<file path="config.mk">
export PLATFORM = sky130hd
export DESIGN_NAME = tx_msg_scheduler_flat
export DESIGN_NICKNAME = d
export VERILOG_FILES = /design/src/rtl/tx_msg_scheduler_if.sv /design/src/rtl/tx_msg_scheduler.sv /design/src/flat_wrapper.sv
export SDC_FILE = /design/constraint.sdc
export NUM_CORES = 1
export LEC_CHECK = 0
export BUFFER_PORTS_ARGS = -buffer_cell sky130_fd_sc_hd__buf_2
export CAP_MARGIN = 10
export CORE_ASPECT_RATIO = 1.75
export CORE_MARGIN = 4
export CORE_UTILIZATION = 47
export DETAILED_ROUTE_END_ITERATION = 10
export PLACE_DENSITY = 0.79
export SLEW_MARGIN = 5
export SYNTH_ARGS = -nofsm -noshare
export SYNTH_HDL_FRONTEND = slang
export SYNTH_SLANG_ARGS = --single-unit
</file>
<file path="constraint.sdc">
create_clock -name clk -period 4.8 [get_ports clk]
set_input_delay 0.48 -clock clk [delete_from_list [all_inputs] [get_ports clk]]
set_output_delay 0.48 -clock clk [all_outputs]
set_load 0.01 [all_outputs]
</file>
<file path="src/rtl/tx_msg_scheduler_if.sv">
// Request/abort/UART handshake and memory-control bundle between the control FSM,
// the TX message scheduler and the message memory / UART transmitter pair.
interface tx_msg_scheduler_if;
    logic       iREQ_START_CONTROL;
    logic       iREQ_INITIAL;
    logic       iREQ_NORMAL;
    logic       iFINISH;
    logic       iUART_BUSY;
    logic       oTX_START_CONTROL;
    logic       oTX_INITIAL;
    logic       oTX_NORMAL;
    logic       oTX_ADVANCE;
    logic       oUART_START;
    logic [5:0] oBYTE_IDX;
    logic       oBUSY;
    logic       oMSG_DONE;
    logic       oOVERRUN;

    modport slave (
        input  iREQ_START_CONTROL, iREQ_INITIAL, iREQ_NORMAL, iFINISH, iUART_BUSY,
        output oTX_START_CONTROL, oTX_INITIAL, oTX_NORMAL, oTX_ADVANCE, oUART_START,
               oBYTE_IDX, oBUSY, oMSG_DONE, oOVERRUN
    );

    modport master (
        output iREQ_START_CONTROL, iREQ_INITIAL, iREQ_NORMAL, iFINISH, iUART_BUSY,
        input  oTX_START_CONTROL, oTX_INITIAL, oTX_NORMAL, oTX_ADVANCE, oUART_START,
               oBYTE_IDX, oBUSY, oMSG_DONE, oOVERRUN
    );
endinterface

</file>
<file path="src/rtl/tx_msg_scheduler.sv">
// TX status-message scheduler: latches message requests, grants one message at a time
// by fixed priority and paces memory byte advances against the UART busy handshake.
module tx_msg_scheduler #(
    parameter int MSG_LEN    = 35,
    parameter int GAP_CYCLES = 1000
) (
    input  logic              clk,
    input  logic              reset,
    tx_msg_scheduler_if.slave bus
);
    localparam logic [3:0] S_IDLE      = 4'd0;
    localparam logic [3:0] S_GRANT     = 4'd1;
    localparam logic [3:0] S_ADVANCE   = 4'd2;
    localparam logic [3:0] S_LOAD      = 4'd3;
    localparam logic [3:0] S_SEND      = 4'd4;
    localparam logic [3:0] S_WAIT_ACK  = 4'd5;
    localparam logic [3:0] S_WAIT_DONE = 4'd6;
    localparam logic [3:0] S_DONE      = 4'd7;
    localparam logic [3:0] S_GAP       = 4'd8;

    localparam int            GW       = (GAP_CYCLES > 1) ? $clog2(GAP_CYCLES) : 1;
    localparam logic [5:0]    LAST_IDX = 6'(MSG_LEN - 1);
    localparam logic [GW-1:0] GAP_LOAD = GW'((GAP_CYCLES > 0) ? GAP_CYCLES - 1 : 0);

    // Request vectors are ordered [0] start-control, [1] initial, [2] normal.
    function automatic logic [2:0] prio_sel(input logic [2:0] pend);
        logic [2:0] sel;
        if (pend[0]) begin
            sel = 3'b001;
        end else if (pend[1]) begin
            sel = 3'b010;
        end else if (pend[2]) begin
            sel = 3'b100;
        end else begin
            sel = 3'b000;
        end
        return sel;
    endfunction

    logic [3:0]    state_q, state_d;
    logic [2:0]    pending_q, pending_d;
    logic [2:0]    mode_q, mode_d;
    logic [5:0]    byte_idx_q, byte_idx_d;
    logic [GW-1:0] gap_cnt_q, gap_cnt_d;
    logic          adv_q, adv_d, start_q, start_d, done_q, done_d;
    logic          busy_q, busy_d, overrun_q, overrun_d;
    logic [2:0]    req_s, grant_s;

    // Next state, request latching and overrun detection; abort overrides everything
    always_comb begin
        req_s   = {bus.iREQ_NORMAL, bus.iREQ_INITIAL, bus.iREQ_START_CONTROL};
        grant_s = 3'b000;
        state_d = state_q;
        case (state_q)
            S_IDLE: begin
                if (pending_q != 3'b000) begin
                    state_d = S_GRANT;
                    grant_s = prio_sel(pending_q);
                end else begin
                    state_d = S_IDLE;
                end
            end
            S_GRANT:     state_d = S_ADVANCE;
            S_ADVANCE:   state_d = S_LOAD;
            S_LOAD:      state_d = bus.iUART_BUSY ? S_LOAD : S_SEND;
            S_SEND:      state_d = S_WAIT_ACK;
            S_WAIT_ACK:  state_d = bus.iUART_BUSY ? S_WAIT_DONE : S_WAIT_ACK;
            S_WAIT_DONE: begin
                if (bus.iUART_BUSY) begin
                    state_d = S_WAIT_DONE;
                end else if (byte_idx_q == LAST_IDX) begin
                    state_d = S_DONE;
                end else begin
                    state_d = S_ADVANCE;
                end
            end
            S_DONE:      state_d = (GAP_CYCLES == 0) ? S_IDLE : S_GAP;
            S_GAP:       state_d = (gap_cnt_q == {GW{1'b0}}) ? S_IDLE : S_GAP;
            default:     state_d = S_IDLE;
        endcase
        if (bus.iFINISH) begin
            state_d   = S_IDLE;
            grant_s   = 3'b000;
            pending_d = 3'b000;
            overrun_d = 1'b0;
        end else begin
            pending_d = (pending_q & ~grant_s) | req_s;
            overrun_d = |(req_s & pending_q & ~grant_s);
        end
    end

    // Output and datapath next values, decoded from the next state so outputs are flops
    always_comb begin
        adv_d   = (state_d == S_ADVANCE);
        start_d = (state_d == S_SEND);
        done_d  = (state_d == S_DONE);
        busy_d  = (state_d != S_IDLE);
        case (state_d)
            S_GRANT:                                           mode_d = grant_s;
            S_ADVANCE, S_LOAD, S_SEND, S_WAIT_ACK, S_WAIT_DONE: mode_d = mode_q;
            default:                                           mode_d = 3'b000;
        endcase
        if (state_d == S_IDLE || state_d == S_GRANT) begin
            byte_idx_d = 6'd0;
        end else if (state_q == S_WAIT_DONE && state_d == S_ADVANCE) begin
            byte_idx_d = byte_idx_q + 6'd1;
        end else begin
            byte_idx_d = byte_idx_q;
        end
        if (state_d == S_GAP && state_q == S_DONE) begin
            gap_cnt_d = GAP_LOAD;
        end else if (state_d == S_GAP) begin
            gap_cnt_d = gap_cnt_q - GW'(1);
        end else begin
            gap_cnt_d = {GW{1'b0}};
        end
    end

    // State and output registers
    always_ff @(posedge clk or posedge reset) begin
        if (reset) begin
            state_q    <= S_IDLE;
            pending_q  <= 3'b000;
            mode_q     <= 3'b000;
            byte_idx_q <= 6'd0;
            gap_cnt_q  <= {GW{1'b0}};
            adv_q      <= 1'b0;
            start_q    <= 1'b0;
            done_q     <= 1'b0;
            busy_q     <= 1'b0;
            overrun_q  <= 1'b0;
        end else begin
            state_q    <= state_d;
            pending_q  <= pending_d;
            mode_q     <= mode_d;
            byte_idx_q <= byte_idx_d;
            gap_cnt_q  <= gap_cnt_d;
            adv_q      <= adv_d;
            start_q    <= start_d;
            done_q     <= done_d;
            busy_q     <= busy_d;
            overrun_q  <= overrun_d;
        end
    end

    assign bus.oTX_START_CONTROL = mode_q[0];
    assign bus.oTX_INITIAL       = mode_q[1];
    assign bus.oTX_NORMAL        = mode_q[2];
    assign bus.oTX_ADVANCE       = adv_q;
    assign bus.oUART_START       = start_q;
    assign bus.oBYTE_IDX         = byte_idx_q;
    assign bus.oBUSY             = busy_q;
    assign bus.oMSG_DONE         = done_q;
    assign bus.oOVERRUN          = overrun_q;
endmodule

</file>
<file path="src/flat_wrapper.sv">
// flat-port wrapper written by rule: the top's interface ports become plain ports
module tx_msg_scheduler_flat 
#(
    parameter int MSG_LEN    = 35,
    parameter int GAP_CYCLES = 1000
)
  (clk, reset, bus_iREQ_START_CONTROL, bus_iREQ_INITIAL, bus_iREQ_NORMAL, bus_iFINISH, bus_iUART_BUSY, bus_oTX_START_CONTROL, bus_oTX_INITIAL, bus_oTX_NORMAL, bus_oTX_ADVANCE, bus_oUART_START, bus_oBYTE_IDX, bus_oBUSY, bus_oMSG_DONE, bus_oOVERRUN);
  tx_msg_scheduler_if bus_i ();
  input  logic clk;
  input  logic reset;
  input wire logic [$bits(bus_i.iREQ_START_CONTROL)-1:0] bus_iREQ_START_CONTROL;
  input wire logic [$bits(bus_i.iREQ_INITIAL)-1:0] bus_iREQ_INITIAL;
  input wire logic [$bits(bus_i.iREQ_NORMAL)-1:0] bus_iREQ_NORMAL;
  input wire logic [$bits(bus_i.iFINISH)-1:0] bus_iFINISH;
  input wire logic [$bits(bus_i.iUART_BUSY)-1:0] bus_iUART_BUSY;
  output wire logic [$bits(bus_i.oTX_START_CONTROL)-1:0] bus_oTX_START_CONTROL;
  output wire logic [$bits(bus_i.oTX_INITIAL)-1:0] bus_oTX_INITIAL;
  output wire logic [$bits(bus_i.oTX_NORMAL)-1:0] bus_oTX_NORMAL;
  output wire logic [$bits(bus_i.oTX_ADVANCE)-1:0] bus_oTX_ADVANCE;
  output wire logic [$bits(bus_i.oUART_START)-1:0] bus_oUART_START;
  output wire logic [$bits(bus_i.oBYTE_IDX)-1:0] bus_oBYTE_IDX;
  output wire logic [$bits(bus_i.oBUSY)-1:0] bus_oBUSY;
  output wire logic [$bits(bus_i.oMSG_DONE)-1:0] bus_oMSG_DONE;
  output wire logic [$bits(bus_i.oOVERRUN)-1:0] bus_oOVERRUN;
  assign bus_i.iREQ_START_CONTROL = bus_iREQ_START_CONTROL;
  assign bus_i.iREQ_INITIAL = bus_iREQ_INITIAL;
  assign bus_i.iREQ_NORMAL = bus_iREQ_NORMAL;
  assign bus_i.iFINISH = bus_iFINISH;
  assign bus_i.iUART_BUSY = bus_iUART_BUSY;
  assign bus_oTX_START_CONTROL = bus_i.oTX_START_CONTROL;
  assign bus_oTX_INITIAL = bus_i.oTX_INITIAL;
  assign bus_oTX_NORMAL = bus_i.oTX_NORMAL;
  assign bus_oTX_ADVANCE = bus_i.oTX_ADVANCE;
  assign bus_oUART_START = bus_i.oUART_START;
  assign bus_oBYTE_IDX = bus_i.oBYTE_IDX;
  assign bus_oBUSY = bus_i.oBUSY;
  assign bus_oMSG_DONE = bus_i.oMSG_DONE;
  assign bus_oOVERRUN = bus_i.oOVERRUN;
  tx_msg_scheduler #(.MSG_LEN(MSG_LEN), .GAP_CYCLES(GAP_CYCLES)) u_core (.clk(clk), .reset(reset), .bus(bus_i));
endmodule
</file>
==> results.md <==
* Peak Freq at 422 MHz
* Non-Filler Instances at 233
* GR Util met2 at 0.289
* Final worst slack at 2.43 ns
* Vias in the first global route at 1285
* Outcome: finished, final reports clean
* Synth unique cells at 52
* Clk slew on worst S/H paths at 0.07 ns
* Top delay family on crit path: simple AND/OR/NAND/NOR gates
* Grt met1 use at 0.171
* Syn_nets at 176
* Grt total ovfl at 0
* Routed Antenna Nets at 0
* Netlist Area Pre-Place at 1690 um^2
* Place WS at 2.45 ns
* Critical Path RT at 4.97 ns
* CTS tree: done
* Total CTS buffers at 5
* Antenna violations before repair at 0
* Cts repair resizes at 0
* Antenna diodes at 0
* Final Setup Violations at 0
* Std-Cell Rows at 28
* Fin Hold WS at 0.254 ns
* Crit path DAT at 2.54 ns
* R2R Path End: u_core.bus.oBUSY
* RSZ-0062 raised after global routing: false
* Number of setup buffers added after CTS at 0
* Vias at 1306
* CTS sink cnt at 31
* Top_reg_cell synth: dfrtp_1
* 1st-pass router iterations at 4
* Slew HR at 0.460
* Number of vias per cell at 5.61
* Drt initial violations at 16
* Placer Congestion at 0.836
* FF-to-FF path depth at 7
* CP Depth at 7
* Yosys top cell area share at 0.459
* Die ar. at 4650 um^2
* Min Tclk post-route at 2.37 ns
* Area contributors post-synth: dfrtp_1 46%, a21oi_1 4.7%, inv_1 2.7%
* Routed WL per cell at 13.9 um
* Actual slew at the worst max-slew pin at 0.805 ns
* Yosys warns at 0
* Syn Inst Count at 166
* Sum of negative setup slack at 0 ns
* # IOs at 21
* Htree depth at 2
* Worst setup EP type: register
* DRC errors left at 0
* Clk_lat worst skew at 0.29 ns
* EDFF count, synth at 0
* Average instance area after synthesis at 10.2 um^2
* FF-to-FF Start: u_core.gap_cnt_q[0]
* DRT Wirelength at 3250 um
* Core ar. at 3430 um^2
* Synth area leader: dfrtp_1
* P_leak at 0.954 nW
* Longest Clk Path Bufs at 2
* Fin. Hold Viols at 0
* Fraction of layout cells with a size suffix above 1 at 0.229
* Slew Viols, Final at 0
* Placed insts at 225
* Number of hold buffers added after cts at 0
* Crit-path max FO at 12
* Gr busiest metal: met2
* Hold crit path type: in2async
* First-pass GRT wire length at 5690 um
* Pwr dens at 326 nW/um^2
* Met3 usage at 0.0463
* Final period util at 0.494
* Largest net degree at the start of global routing at 32
* DIE WIDTH at 53.3 um
* All-Layer GR Usage at 0.166
* Max Cap Viol at 0
* Asr flop ratio synth at 1.00
* Cell breakdown of the critical path: inv_1, ha_1, nor3b_1, a31oi_1, o21ai_1, nand2_2, or3_1
* Initial Util at 0.492
* Clock Tree Root: clkbuf_8
* Peak supply drop at 0.312 mV
* FF+latch count, synth at 31
* Nets at 197
* Slowest stage delay, CP at 0.65 ns
* Die height at 87.3 um
* Clock Skew at 0.00895 ns
* PortBufs at 20
* DPL Wire Length at 2400 um
* R2R setup slack at 2.43 ns
* Synth-to-Final Area Change at 13.9%
* Slowest CP cell: o21ai_1
* Register area share after synthesis at 0.459
* Total power at 0.000628 W
* WP buf/inv at 1
* Critical path type: reg2reg
* CP Launch Type: register
[cells in the final DEF (no fill, tap or decap), drive strengths merged, types with 4 or more instances in the layout]
cell | netlist | routed
nor2 | 10 | 10
or3 | 4 | 4
xnor2 | 4 | 4
buf | 5 | 21
dfrtp | 31 | 31
clkbuf | 2 | 6
and2 | 4 | 4
o2bb2ai | 4 | 4
a21oi | 17 | 17
nand2 | 8 | 8
nor3 | 8 | 8
and3 | 4 | 4
nand2b | 7 | 7
inv | 12 | 12
[cells in the mapped netlist, types with 2 or more instances]
library cell,instances
dfrtp_1,31
a21oi_1,16
inv_1,12
nor2_1,10
nand2_1,7
nand2b_1,7
nor3_1,7
o2bb2ai_1,4
xnor2_1,4
and2_1,3
and3_1,3
ha_1,3
nand3_1,3
nand4_1,3
nor2b_1,3
nor3b_1,3
or3_1,3
xor2_1,3
a31oi_1,2
buf_6,2
clkbuf_1,2
nor4_1,2
nor4b_1,2
o21ai_0,2
o31ai_2,2
[worst min-delay path, delay by kind of cell]
| family | cells | cell delay, ns |
|---|---|---|
| buf+inv | 3 | 0.47 |
[flip-flops by register name (all words and copies together), names as in the netlist, 3 cells and up]
signal and flops:
u_core.bus.oBYTE_IDX 6, u_core.state_q 4, u_core.pending_q 3, u_core.mode_q 3, u_core.gap_cnt_q 10
[per-stage QoR]
stage | cell area, um^2 | util
global route | 1920 | 0.560
CTS | 1920 | 0.560
detailed placement | 1810 | 0.526
floorplan | 1690 | -
global placement | 1810 | 0.526
finish | 1920 | 0.560
[power by group]
group          internal [W]  switching, W   total, W
registers          0.000273     0.0000122   0.000285
clock network      0.000168     0.0000952   0.000263
logic             0.0000334     0.0000464  0.0000798
[cell type report]
| type | instances | area, um^2 |
|---|---|---|
| inverter | 12 | 45.0 |
| clock buffer | 6 | 82.6 |
| tap | 45 | 56.3 |
| sequential | 31 | 776 |
| timing repair buffer | 21 | 108 |
| clock inverter | 2 | 35.0 |
| fill | 312 | 1510 |
| multi-input combinational | 116 | 822 |
[kinds of logic (layout without fill, tap and decap cells)]
kind of cell    count (synthesis)  count (layout)  share of synthesized area
fa+ha+maj                       3               3                     0.0222
xor+xnor                        7               7                     0.0363
buf+inv                        19              41                     0.0541
simple gates                   68              68                      0.255
flops                          31              31                      0.459
compound gates                 38              38                      0.173
[routing by layer]
layer  part of all wire  wire length (um)  vias to the layer above
met2               0.54              1770                       24
li1                   -                 -                      633
met4              0.023                74                        0
met3              0.042               137                        7
met5                  0                 0                        -
met1               0.39              1270                      642
[worst max path at each step]
stage | startpoint | to
2_1_floorplan | u_core.bus.oBYTE_IDX[0] | u_core.bus.oBUSY
3_3_place_gp | u_core.gap_cnt_q[3] | u_core.bus.oBUSY
3_5_place_dp | u_core.gap_cnt_q[3] | u_core.bus.oBUSY
4_1_cts | u_core.gap_cnt_q[3] | u_core.bus.oBUSY
5_1_grt | u_core.gap_cnt_q[3] | u_core.bus.oBUSY
6_report | u_core.gap_cnt_q[0] | u_core.bus.oBUSY
Power figures use the tool's default switching activity.
